### config.mk
export PLATFORM = sky130hd
export DESIGN_NAME = apb_dma_launcher
export DESIGN_NICKNAME = d
export VERILOG_FILES = /design/src/rtl/apb_dma_launcher.sv
export SDC_FILE = /design/constraint.sdc
export NUM_CORES = 1
export LEC_CHECK = 0
export ABC_AREA = 1
export ABC_CLOCK_PERIOD_IN_PS = 2400
export CORE_ASPECT_RATIO = 0.8
export CORE_MARGIN = 4
export CORE_UTILIZATION = 25
export DETAILED_ROUTE_END_ITERATION = 12
export DONT_BUFFER_PORTS = 1
export GPL_ROUTABILITY_DRIVEN = 0
export PLACE_DENSITY = 0.34
export SETUP_SLACK_MARGIN = 0.15
export SKIP_CTS_REPAIR_TIMING = 1
export SYNTH_ARGS = -nofsm -noshare
export SYNTH_HDL_FRONTEND = slang
export SYNTH_SLANG_ARGS = --single-unit
### constraint.sdc
create_clock -name CLK -period 2.4 [get_ports CLK]
set_input_delay 0.24 -clock CLK [delete_from_list [all_inputs] [get_ports CLK]]
set_output_delay 0.24 -clock CLK [all_outputs]
set_load 0.02 [all_outputs]
### src/rtl/apb_dma_launcher.sv
// APB master sequencer: programs one DMA job, waits for INTR, reads STAT, parks MODE and reports.
// Optional INTR watchdog enabled by defining APB_DMA_LAUNCHER_TIMEOUT_EN.
module apb_dma_launcher #(
  parameter int                ADDR_W         = 32,
  parameter int                DATA_W         = 32,
  parameter logic [ADDR_W-1:0] SRC_OFS        = 'h00,
  parameter logic [ADDR_W-1:0] DEST_OFS       = 'h04,
  parameter logic [ADDR_W-1:0] SIZE_OFS       = 'h08,
  parameter logic [ADDR_W-1:0] MODE_OFS       = 'h0C,
  parameter logic [ADDR_W-1:0] STAT_OFS       = 'h10,
  parameter logic [ADDR_W-1:0] MSEL_OFS       = 'h14,
  parameter int                TIMEOUT_CYCLES = 4096
) (
  input  logic              CLK,
  input  logic              RSTN,
  input  logic              cmd_valid,
  output logic              cmd_ready,
  input  logic [DATA_W-1:0] cmd_src_addr,
  input  logic [DATA_W-1:0] cmd_dest_addr,
  input  logic [DATA_W-1:0] cmd_size,
  input  logic [1:0]        cmd_mode,
  input  logic              cmd_mem_sel,
  output logic              rsp_valid,
  input  logic              rsp_ready,
  output logic [1:0]        rsp_status,
  output logic              rsp_timeout,
  output logic              busy,
  input  logic              INTR,
  output logic              PSEL,
  output logic              PENABLE,
  output logic              PWRITE,
  output logic [ADDR_W-1:0] PADDR,
  output logic [DATA_W-1:0] PWDATA,
  input  logic [DATA_W-1:0] PRDATA,
  input  logic              PREADY
);
  typedef enum logic [2:0] {IDLE, SETUP, ACCESS, WAIT_INTR, RESP} state_t;

  localparam logic [2:0] STEP_SRC  = 3'd0;
  localparam logic [2:0] STEP_MODE = 3'd4;
  localparam logic [2:0] STEP_WAIT = 3'd5;
  localparam logic [2:0] STEP_STAT = 3'd6;
  localparam logic [2:0] STEP_PARK = 3'd7;

  state_t            state_reg, state_next;
  logic [2:0]        step_reg, step_next;
  logic              cmd_ready_reg, cmd_ready_next;
  logic              busy_reg, busy_next;
  logic              rsp_valid_reg, rsp_valid_next;
  logic [1:0]        rsp_status_reg, rsp_status_next;
  logic              psel_reg, psel_next;
  logic              penable_reg, penable_next;
  logic              pwrite_reg, pwrite_next;
  logic [ADDR_W-1:0] paddr_reg, paddr_next;
  logic [DATA_W-1:0] pwdata_reg, pwdata_next;
  logic [DATA_W-1:0] src_reg, dest_reg, size_reg;
  logic [1:0]        mode_reg, stat_reg;
  logic              msel_reg;
  logic              load_job, capture_stat, cmd_reject;
  logic [DATA_W-1:0] src_v;
  logic              timeout_hit, timed_out;

  assign cmd_reject = (cmd_size == '0) || (cmd_mode == 2'b00) || (cmd_mode == 2'b11);
  // The SRC write is set up on the acceptance edge, before the job registers hold the command.
  assign src_v = (state_reg == IDLE) ? cmd_src_addr : src_reg;

  always_comb begin
    state_next      = state_reg;
    step_next       = step_reg;
    cmd_ready_next  = cmd_ready_reg;
    busy_next       = busy_reg;
    rsp_valid_next  = rsp_valid_reg;
    rsp_status_next = rsp_status_reg;
    pwrite_next     = pwrite_reg;
    paddr_next      = paddr_reg;
    pwdata_next     = pwdata_reg;
    load_job        = 1'b0;
    capture_stat    = 1'b0;
    case (state_reg)
      IDLE: begin
        cmd_ready_next = 1'b1;
        if (cmd_valid && cmd_ready_reg) begin
          load_job       = 1'b1;
          busy_next      = 1'b1;
          cmd_ready_next = 1'b0;
          if (cmd_reject) begin
            state_next      = RESP;
            rsp_valid_next  = 1'b1;
            rsp_status_next = 2'b01;
          end else begin
            state_next = SETUP;
            step_next  = STEP_SRC;
          end
        end
      end
      SETUP: state_next = ACCESS;
      ACCESS: begin
        if (PREADY) begin
          capture_stat = (step_reg == STEP_STAT);
          case (step_reg)
            STEP_MODE: begin
              state_next = WAIT_INTR;
              step_next  = STEP_WAIT;
            end
            STEP_PARK: begin
              state_next      = RESP;
              rsp_valid_next  = 1'b1;
              rsp_status_next = (!timed_out && stat_reg == 2'b10) ? 2'b10 : 2'b01;
            end
            default: begin
              state_next = SETUP;
              step_next  = step_reg + 3'd1;
            end
          endcase
        end
      end
      WAIT_INTR: begin
        if (INTR) begin
          state_next = SETUP;
          step_next  = STEP_STAT;
        end else if (timeout_hit) begin
          state_next = SETUP;
          step_next  = STEP_PARK;
        end
      end
      RESP: begin
        if (rsp_ready) begin
          state_next     = IDLE;
          rsp_valid_next = 1'b0;
          busy_next      = 1'b0;
          cmd_ready_next = 1'b1;
        end
      end
      default: state_next = IDLE;
    endcase

    // Address/data are loaded when entering SETUP and held through ACCESS and beyond.
    if (state_next == SETUP) begin
      pwrite_next = 1'b1;
      case (step_next)
        3'd0: begin paddr_next = SRC_OFS;  pwdata_next = src_v; end
        3'd1: begin paddr_next = DEST_OFS; pwdata_next = dest_reg; end
        3'd2: begin paddr_next = SIZE_OFS; pwdata_next = size_reg; end
        3'd3: begin paddr_next = MSEL_OFS; pwdata_next = {{(DATA_W-1){1'b0}}, msel_reg}; end
        3'd4: begin paddr_next = MODE_OFS; pwdata_next = {{(DATA_W-2){1'b0}}, mode_reg}; end
        3'd6: begin paddr_next = STAT_OFS; pwrite_next = 1'b0; end
        default: begin paddr_next = MODE_OFS; pwdata_next = '0; end
      endcase
    end
    psel_next    = (state_next == SETUP) || (state_next == ACCESS);
    penable_next = (state_next == ACCESS);
  end

  always_ff @(posedge CLK) begin
    if (!RSTN) begin
      state_reg      <= IDLE;
      step_reg       <= '0;
      cmd_ready_reg  <= 1'b0;
      busy_reg       <= 1'b0;
      rsp_valid_reg  <= 1'b0;
      rsp_status_reg <= 2'b00;
      psel_reg       <= 1'b0;
      penable_reg    <= 1'b0;
      pwrite_reg     <= 1'b0;
      paddr_reg      <= '0;
      pwdata_reg     <= '0;
      src_reg        <= '0;
      dest_reg       <= '0;
      size_reg       <= '0;
      mode_reg       <= 2'b00;
      msel_reg       <= 1'b0;
      stat_reg       <= 2'b00;
    end else begin
      state_reg      <= state_next;
      step_reg       <= step_next;
      cmd_ready_reg  <= cmd_ready_next;
      busy_reg       <= busy_next;
      rsp_valid_reg  <= rsp_valid_next;
      rsp_status_reg <= rsp_status_next;
      psel_reg       <= psel_next;
      penable_reg    <= penable_next;
      pwrite_reg     <= pwrite_next;
      paddr_reg      <= paddr_next;
      pwdata_reg     <= pwdata_next;
      if (load_job) begin
        src_reg  <= cmd_src_addr;
        dest_reg <= cmd_dest_addr;
        size_reg <= cmd_size;
        mode_reg <= cmd_mode;
        msel_reg <= cmd_mem_sel;
      end
      if (capture_stat) stat_reg <= PRDATA[1:0];
    end
  end

`ifdef APB_DMA_LAUNCHER_TIMEOUT_EN
  localparam int WD_W = $clog2(TIMEOUT_CYCLES + 1);
  logic [WD_W-1:0] wd_cnt_reg;
  logic            timed_out_reg;

  // Count value k means the (k+1)-th WAIT_INTR cycle; INTR has priority over the limit.
  assign timeout_hit = (wd_cnt_reg == WD_W'(TIMEOUT_CYCLES - 1));
  assign timed_out   = timed_out_reg;

  always_ff @(posedge CLK) begin
    if (!RSTN) begin
      wd_cnt_reg    <= '0;
      timed_out_reg <= 1'b0;
    end else begin
      wd_cnt_reg <= (state_reg == WAIT_INTR) ? wd_cnt_reg + WD_W'(1) : '0;
      if (state_reg == IDLE) timed_out_reg <= 1'b0;
      else if (state_reg == WAIT_INTR && !INTR && timeout_hit) timed_out_reg <= 1'b1;
    end
  end
`else
  logic unused_tmo;
  assign unused_tmo  = (TIMEOUT_CYCLES == 0);
  assign timeout_hit = 1'b0;
  assign timed_out   = 1'b0;
`endif

  logic unused_prdata;
  assign unused_prdata = ^PRDATA[DATA_W-1:2];

  assign cmd_ready   = cmd_ready_reg;
  assign busy        = busy_reg;
  assign rsp_valid   = rsp_valid_reg;
  assign rsp_status  = rsp_status_reg;
  assign rsp_timeout = timed_out;
  assign PSEL        = psel_reg;
  assign PENABLE     = penable_reg;
  assign PWRITE      = pwrite_reg;
  assign PADDR       = paddr_reg;
  assign PWDATA      = pwdata_reg;
endmodule

==> run summary, run 1 <==
Post-Synthesis Cell Area - 7000 µm²
CP Data Required Time - 2.76 ns
H-tree depth - 4
Port bufs - 0
Number of synthesized register bits - 150
Starting Density - 25.5%
Max-cap violations - 0
Std-Cell Rows - 54
Worst Path Max Fanout - 6
PwrDens - 742 nW/µm²
Synthesis Warnings - 0
Timing-limited maximum frequency - 455 MHz
EDFF count, synth - 0
Total wire length - 26,200 µm
Setup CP Type - flop to flop
Area leader, netlist - dfxtp_1
Worst slew pin tran - 0.628 ns
Setup_tns - 0 ns
DIE AREA - 30,800 µm²
Drt first pass iters - 5
Final Hold Viols - 9
Antenna violations before repair - 0
Via count - 6,667
Slew headroom - 58.2%
Clock sink count - 150
Vias/cell - 4.43
Post-DP Area - 7370 µm²
Outcome - finished with violations
Nets - 1,267
Distinct cell type count after synthesis - 38
Synth top area cells - dfxtp_1 43%, nand2_1 13%, nor2_1 9.2%
Overall global routing resource usage - 15.0%
Drt drc - 0
Minimum clock period - 2.20 ns
Share of the synthesized area in the top cell type - 42.9%
DRT antenna net count - 0
Antenna Cells - 0
Tcrit/Tclk final - 91.5%
CTS tree - built
CP max stage cell - dfxtp_4
First DRT Iteration DRCs - 288
Overflow after GRT - 0
Asr flop ratio synth - 0%
Vias in the first global route - 5,940
Top FF cell, synth - dfxtp_1
Register area share after synthesis - 42.9%
Failing checks - hold timing
Clk pin slew, worst setup/hold paths - 0.07 ns
VDD IR max - 0.456 mV
Syn Inst Count - 1,003
Clock Path Buffers - 2
Clock Skew - 0.0123 ns
Largest net degree at the start of global routing - 85
RSZ-0062 raised after global routing - true
Count of final setup violators - 0
Num CTS Buffers - 17
Max incr delay on CP - 0.39 ns
CTS Root Cell - clkbuf_16
Hold Crit Class - input port to flop
Layout cells sized above 1 - 13.6%
Die width - 195 µm
Layout area overhead - 38.1%
Hold slack - -0.0240 ns
Core box area - 27,400 µm²
CP startpoint kind - flop
Post-synth top cells - 234 x nand2_1, 171 x nor2_1, 150 x dfxtp_1
Slew Limit Fails - 0
CP cell instances - inv_4 > ha_4 > a21oi_4 > a31oi_4 > a21oi_2 > nand2_2 > nand2_4 > nand2_4 > nor2_4 > buf_12 > clkbuf_16 > nand2_2 > nand3_2 > nand2_1 > a21oi_1
Final instance area - 9670 µm²
First-pass GRT wire length - 35,700 µm
Avg Inst Size Synth - 6.98 µm²
HPWL after DPL - 15,700 µm
Crit. End Element - flop
Leakage - 0.00397 µW
IO Pins - 210
Count leader, synth - nand2_1
Skew-Pair Late Insertion Delay - 0.43 ns
Drt wl/cell - 17.4 µm
Die height - 158 µm
Crit path DAT - 2.56 ns
-- cells by family (layout without fill, tap and decap cells) --
group                    Yosys count  after routing  synth area share [%]
AO/OA/AOI/OAI                    211            211                  16.8
AND/OR/NAND/NOR                  473            473                  28.2
buffers and inverters            164            272                  11.4
adder cells (fa/ha/maj)            3              3                 0.536
flip-flops                       150            150                  42.9
other                              1             30                0.0536
XOR/XNOR                           1              1                 0.125
-- layout by cell type (no fill, tap or decap), types with 5 or more instances in the layout --
master	n
a211oi_1	32
a21oi_1	48
a21oi_2	13
buf_12	12
buf_4	22
buf_6	5
clkbuf_16	21
conb_1	30
dfxtp_1	145
dlygate4sd3_1	121
inv_1	65
inv_2	6
inv_6	7
nand2_1	223
nand2_2	10
nand2_4	7
nand3_1	25
nand3_2	14
nand4_1	6
nor2_1	168
nor3_1	5
o21ai_0	106
-- report_power, final --
part,internal [µW],switching [µW]
clock network,1470,1240
registers,2700,156
logic,699,912
total,4870,2310
-- worst paths after layout --
path	to	cells past startpoint	slack, ns	startpoint
setup / recovery	PWDATA[10]	15	0.20	step_reg[1]
setup reg to reg	PWDATA[10]	15	0.20	step_reg[1]
hold reg to reg	stat_reg[1]	2	0.46	stat_reg[1]
hold / removal	dest_reg[31]	2	-0.02	RSTN
-- layer usage --
metal	vias up	global-route usage [%]	wire length, µm
met1	3109	20.8	12700
met5	-	0	0
li1	3425	-	-
met4	0	3.39	160
met2	123	23.1	11800
met3	10	4.57	1430
-- metrics by stage --
step,utilization [%],setup WS (ns),power (µW),hold WS [ns],std cells
3_3_place_gp,26.9,0.0325,4070,0.367,1334
6_report,35.2,0.204,7180,-0.0240,1504
5_1_grt,35.2,0.0606,7570,-0.00258,1504
2_1_floorplan,-,0.431,3740,0.375,1032
4_1_cts,29.0,0.0488,6830,-0.0927,1366
3_5_place_dp,26.9,0.0624,4060,0.378,1334
-- worst max-delay path, delay by kind of cell, from the launching register on --
kind,cells,cell delay (ns)
and+or+nand+nor,7,0.61
AOI/OAI and AO/OA,4,0.57
DFF,1,0.39
buffers and inverters,3,0.38
adders and majority gates,1,0.17
-- area by class of cell --
| cell class | count | area (µm²) |
|---|---|---|
| Timing Repair Buffer | 165 | 1790 |
| Sequential cell | 150 | 3020 |
| Clock buffer | 17 | 425 |
| Clock inverter | 15 | 160 |
| Multi-Input combinational cell | 718 | 3530 |
| Tap cell | 364 | 455 |
| Inverter | 75 | 292 |
| Fill cell | 2984 | 17800 |
No activity file was read; power rests on OpenSTA's default activity.
==> run 2: changes to the inputs <==
--- a/config.mk
+++ b/config.mk
@@ -6,7 +6,7 @@
 export NUM_CORES = 1
 export LEC_CHECK = 0
 export ABC_AREA = 1
-export ABC_CLOCK_PERIOD_IN_PS = 2400
+export ABC_CLOCK_PERIOD_IN_PS = 2250
 export CORE_ASPECT_RATIO = 0.8
 export CORE_MARGIN = 4
 export CORE_UTILIZATION = 25
==> constraint.sdc (replaced) <==
create_clock -name CLK -period 2.25 [get_ports CLK]
set_input_delay 0.225 -clock CLK [delete_from_list [all_inputs] [get_ports CLK]]
set_output_delay 0.225 -clock CLK [all_outputs]
set_load 0.005 [all_outputs]
==> run summary, run 2 (synthesis results as in run 1) <==
Vias in the first global route - 5,904 (-0.61%)
Skew-Pair Late Insertion Delay - 0.43 ns (about the same)
Outcome - finished with violations
Grt met1 use - 21.2% (+0.48 points)
Core box area - 27,400 µm² (unchanged)
Antenna violations before repair - 0 (unchanged)
DIE AREA - 30,800 µm² (unchanged)
Timing-limited maximum frequency - 461 MHz (+1.3%)
Layout cells sized above 1 - 18.1% (+4.5 points)
Launch point of the worst reg-to-reg path - step_reg[0]
Minimum clock period - 2.17 ns (-0.0274 ns)
Crit path DAT - 2.53 ns (-0.03 ns)
Crit path launch - step_reg[0]
Setup CP Type - flop to flop
CTS Root Cell - clkbuf_16
Most frequent cells in the layout - 201 x nand2_1, 168 x nor2_1, 144 x dfxtp_1, 105 x o21ai_0, 93 x dlygate4sd3_1
H-tree depth - 4 (unchanged)
Failing checks - hold timing
VDD IR max - 0.505 mV (+11%)
Total wire length - 26,200 µm (+0.16%)
Num CTS Buffers - 17 (unchanged)
Hold Crit Class - input port to flop
Die height - 158 µm (unchanged)
Worst Setup Slack, final - 0.0811 ns (-0.123 ns)
Largest net degree at the start of global routing - 76 (-11%)
CP startpoint kind - flop
CTS tree - built
Die width - 195 µm (unchanged)
Drt first pass iters - 5 (unchanged)
Clk pin slew, worst setup/hold paths - 0.06 ns (about the same)
M3 GR Usage - 4.38% (-0.19 points)
Post-DP Area - 7550 µm² (+2.4%)
Slew Limit Fails - 0 (unchanged)
Final instance area - 9900 µm² (+2.4%)
Port bufs - 0 (unchanged)
Final Hold Viols - 5 (-4)
Std-Cell Rows - 54 (unchanged)
First DRT Iteration DRCs - 300 (+4.2%)
Max-cap violations - 0 (unchanged)
CP Data Required Time - 2.61 ns (-0.15 ns)
DRT antenna net count - 0 (unchanged)
IO Pins - 210 (unchanged)
Overall global routing resource usage - 15.1% (+0.17 points)
Worst Path Max Fanout - 5 (-1)
Clock sink count - 150 (unchanged)
HPWL after DPL - 16,000 µm (+1.7%)
RSZ-0062 raised after global routing - true
Antenna Cells - 0 (unchanged)
Setup_tns - 0 ns (unchanged)
Grt met2 use - 23.0% (-0.033 points)
PwrDens - 798 nW/µm² (+7.5%)
Fill cells - 2,941 (-1.4%)
Most common cell after layout, fill and taps aside - nand2_1
Pre-CTS worst setup slack - -0.0326 ns (-0.0950 ns)
Hold slack - -0.0270 ns (-0.00299 ns)
Hold wc startpoint - cmd_src_addr[24]
Via count - 6,619 (-0.72%)
Count of final setup violators - 0 (unchanged)
Nets - 1,261 (-0.47%)
R2R Setup Slk - 0.08 ns (-0.12 ns)
Drt wl/cell - 17.5 µm (+0.63%)
Clock Path Buffers - 2 (unchanged)
Tcrit/Tclk final - 96.4% (+4.9 points)
Crit. End Element - flop
Overflow after GRT - 0 (unchanged)
Vias/cell - 4.42 (-0.26%)
Leakage - 0.00414 µW (+4.1%)
Drt drc - 0 (unchanged)
Layout area overhead - 41.4%
Final core utilization - 36.1% (+0.83 points)
Starting Density - 25.5% (unchanged)
First-pass GRT wire length - 35,800 µm (+0.35%)
Clock Skew - 0.0139 ns (+0.00165 ns)
Busiest grt layer - met2
[run 2: cell types whose count changed in the layout (fill, tap and decap cells not counted), sizes merged]
cell / before / now
clkinv: 4 / 5
buf: 40 / 57
clkbuf: 21 / 28
dlygate4sd3: 121 / 93
inv: 83 / 76
bufinv: 1 / 4
[run 2: worst max-delay path, stage by stage, from the launching register on]
cell     delay, ns
dfxtp_4       0.37
inv_2         0.06
ha_4          0.16
a21oi_4       0.17
a31oi_4       0.11
a21oi_2       0.15
nand2_2       0.07
nand2_4       0.14
nand2_4       0.07
nor2_4        0.14
buf_12        0.15
buf_12        0.12
nand2_4       0.05
nand4_1       0.12
nand2_1       0.08
a21oi_1       0.13
[run 2: layout make-up]
type	instances	area, µm²	share of cell area (%)
Sequential cell	150	3020	30.5
Multi-Input combinational cell	718	3660	37.0
Timing Repair Buffer	159	1840	18.6
Tap cell	364	455	4.60
Clock inverter	12	176	1.78
Inverter	75	297	3.00
Clock buffer	19	443	4.48
[run 2: where the power goes]
group	internal, µW	total [µW]	switching [µW]
Sequential	2880	3000	119
Combinational	809	1800	994
Clock	1880	3090	1210
[run 2: metrics by stage]
step / cells / total power [µW]
6_report: 1497 / 7900
3_5_place_dp: 1349 / 4310
2_1_floorplan: 1032 / 3900
4_1_cts: 1380 / 7460
3_3_place_gp: 1349 / 4320
5_1_grt: 1497 / 8330
[run 2: worst paths after layout]
kind,to,cells past startpoint
hold / removal,src_reg[24],2
hold reg to reg,stat_reg[1],2
setup reg to reg,PWDATA[1],15
setup / recovery,PWDATA[1],15
[run 2: per-layer routing]
metal	wire length, µm	share of wire (%)
met1	13100	50
met2	11800	45
met3	1150	4.4
met4	167	0.64
met5	0	0
==> run 3: changes to the inputs <==
--- a/config.mk
+++ b/config.mk
@@ -9,11 +9,11 @@
 export ABC_CLOCK_PERIOD_IN_PS = 2250
 export CORE_ASPECT_RATIO = 0.8
 export CORE_MARGIN = 4
-export CORE_UTILIZATION = 25
+export CORE_UTILIZATION = 48
 export DETAILED_ROUTE_END_ITERATION = 12
 export DONT_BUFFER_PORTS = 1
 export GPL_ROUTABILITY_DRIVEN = 0
-export PLACE_DENSITY = 0.34
+export PLACE_DENSITY = 0.59
 export SETUP_SLACK_MARGIN = 0.15
 export SKIP_CTS_REPAIR_TIMING = 1
 export SYNTH_ARGS = -nofsm -noshare
==> run summary, run 3 (synthesis results as in run 1) <==
Slew Limit Fails - 0 (unchanged)
Clk pwr share - 40.8% (+1.6 points)
Min-Delay Endpoint - src_reg[2]
Hold slack - -0.0227 ns (+0.00436 ns)
Starting Density - 49.0% (+23 points)
Hold Crit Class - input port to flop
H-tree depth - 4 (unchanged)
Most common cell after layout, fill and taps aside - nand2_1
RSZ-0062 raised after global routing - true
CP Data Required Time - 2.61 ns (about the same)
DIE AREA - 16,600 µm² (-46%)
Final Hold Viols - 5 (unchanged)
Worst slew pin tran - 0.568 ns
Antenna violations before repair - 0 (unchanged)
Largest net degree at the start of global routing - 76 (unchanged)
Crit path launch - step_reg[0]
Outcome - finished with violations
M3 GR Usage - 7.59% (+3.2 points)
R2R cell count - 15 (unchanged)
Timing-limited maximum frequency - 451 MHz (-2.2%)
Most frequent cells in the layout - 204 x nand2_1, 168 x nor2_1, 144 x dfxtp_1, 106 x o21ai_0, 97 x dlygate4sd3_1
Drt first pass iters - 6 (+1)
PwrDens - 837 nW/µm² (+4.9%)
Busiest grt layer - met2
CTS tree - built
Placed cells - 1,153 (-15%)
R2R Setup Slk - 0.03 ns (-0.05 ns)
Clock Path Buffers - 2 (unchanged)
Layout area overhead - 35.4%
Internal power - 5710 µW (+2.5%)
Total wire length - 21,500 µm (-18%)
Grt met1 use - 30.9% (+9.6 points)
Drt drc - 0 (unchanged)
Post-Layout Cell Count - 1,300 (-13%)
Clock sink count - 150 (unchanged)
Antenna Cells - 0 (unchanged)
Crit. End Element - flop
Vias in the first global route - 5,671 (-3.9%)
Pre-CTS worst setup slack - -0.0679 ns (-0.0353 ns)
IO Pins - 210 (unchanged)
Vias/cell - 5.20 (+18%)
Nets - 1,243 (-1.4%)
HPWL after DPL - 12,400 µm (-22%)
Slew headroom - 62.1%
Drt wl/cell - 16.6 µm (-5.4%)
Sequential share of power - 37.9% (about the same)
Crit path DAT - 2.58 ns (+0.05 ns)
Post-DP Area - 7150 µm² (-5.2%)
CP startpoint kind - flop
Final instance area - 9480 µm² (-4.2%)
First DRT Iteration DRCs - 512 (+71%)
Die height - 116 µm (-26%)
Num CTS Buffers - 17 (unchanged)
Hold wc startpoint - cmd_src_addr[2]
Sw power - 2220 µW (-4.5%)
Tcrit/Tclk final - 98.6% (+2.2 points)
Max-cap violations - 0 (unchanged)
Clock Skew - 0.00618 ns (-0.00773 ns)
Net Sw Frac - 28.0% (-1.4 points)
Setup CP Type - flop to flop
Leakage - 0.00407 µW (-1.7%)
Launch point of the worst reg-to-reg path - step_reg[0]
Overflow after GRT - 0 (unchanged)
Skew-Pair Late Insertion Delay - 0.43 ns (about the same)
DRT antenna net count - 0 (unchanged)
Final core utilization - 66.3% (+30 points)
Grt met2 use - 33.9% (+11 points)
Die width - 143 µm (-27%)
VDD IR max - 0.759 mV (+50%)
Std-Cell Rows - 39 (-28%)
Overall global routing resource usage - 22.5% (+7.3 points)
Clk pin slew, worst setup/hold paths - 0.06 ns (about the same)
Worst r2r dst - PWDATA[15]
Failing checks - hold timing
Core box area - 14,300 µm² (-48%)
First-pass GRT wire length - 29,200 µm (-18%)
Layout cells sized above 1 - 16.5% (-1.6 points)
Count of final setup violators - 0 (unchanged)
Port bufs - 0 (unchanged)
Worst Setup Slack, final - 0.0318 ns (-0.0494 ns)
Worst Path Max Fanout - 7 (+2)
Gate power share - 21.3% (-1.5 points)
CTS Root Cell - clkbuf_16
Minimum clock period - 2.22 ns (+0.0494 ns)
WHS Path Cells - 2 (unchanged)
Via count - 6,764 (+2.2%)
-- run 3: changes by cell type in the layout (fill, tap and decap cells not counted), sizes merged --
cell / change
bufinv: +2
dlygate4sd3: +4
clkbuf: -2
buf: -20
clkinv: -1
-- run 3: stage by stage --
stage,hold slack (ns),power [µW],TNS (ns)
final,-0.0227,7930,0
after global routing,-0.00124,8270,-2.10
after CTS,-0.0976,7410,-1.91
after detailed placement,0.343,4190,-1.31
after global placement,0.345,4190,-0.300
after floorplan,0.360,3900,0
-- run 3: area by class of cell --
| class | count | area [µm²] |
|---|---|---|
| clock buffer | 19 | 433 |
| clock inverter | 13 | 228 |
| fill | 1247 | 4820 |
| inverter | 75 | 302 |
| multi-input combinational | 718 | 3650 |
| sequential | 150 | 3020 |
| tap | 184 | 230 |
| timing repair buffer | 141 | 1610 |
-- run 3: how the worst max path moves through the flow --
stage / end / slack [ns] / depth (start not counted)
finish: PWDATA[15] / 0.03 / 15
detailed placement: PWDATA[26] / -0.07 / 11
global placement: PWDATA[7] / -0.05 / 11
CTS: PWDATA[30] / -0.09 / 11
global route: PWDATA[15] / -0.09 / 15
floorplan: PWDATA[13] / 0.28 / 14
-- run 3: worst max-delay path, stage by stage, from the launching register on --
cell       delay (ns)
dfxtp_4          0.39
inv_4            0.05
ha_4             0.17
a21oi_4          0.15
a31oi_1          0.12
a21oi_1          0.15
nand2_1          0.10
nand2_4          0.15
nand2_4          0.07
nor2_4           0.17
buf_12           0.16
clkbuf_16        0.17
nand2_2          0.06
nand3_2          0.06
nand2_1          0.06
a21oi_2          0.13
-- run 3: power groups by stage --
stage                     combinational, µW  clock, µW  sequential (µW)
after global placement                 1140          0             3050
after floorplan                         884          0             3020
after global routing                   1850       3390             3030
final                                  1690       3230             3000
after CTS                              1150       3260             2990
after detailed placement               1150          0             3050
-- run 3: routing by layer --
layer,part of all wire [%],vias to the layer above
met3,8.2,23
li1,-,3378
met2,46,250
met4,1.1,0
met1,45,3113
met5,0,-
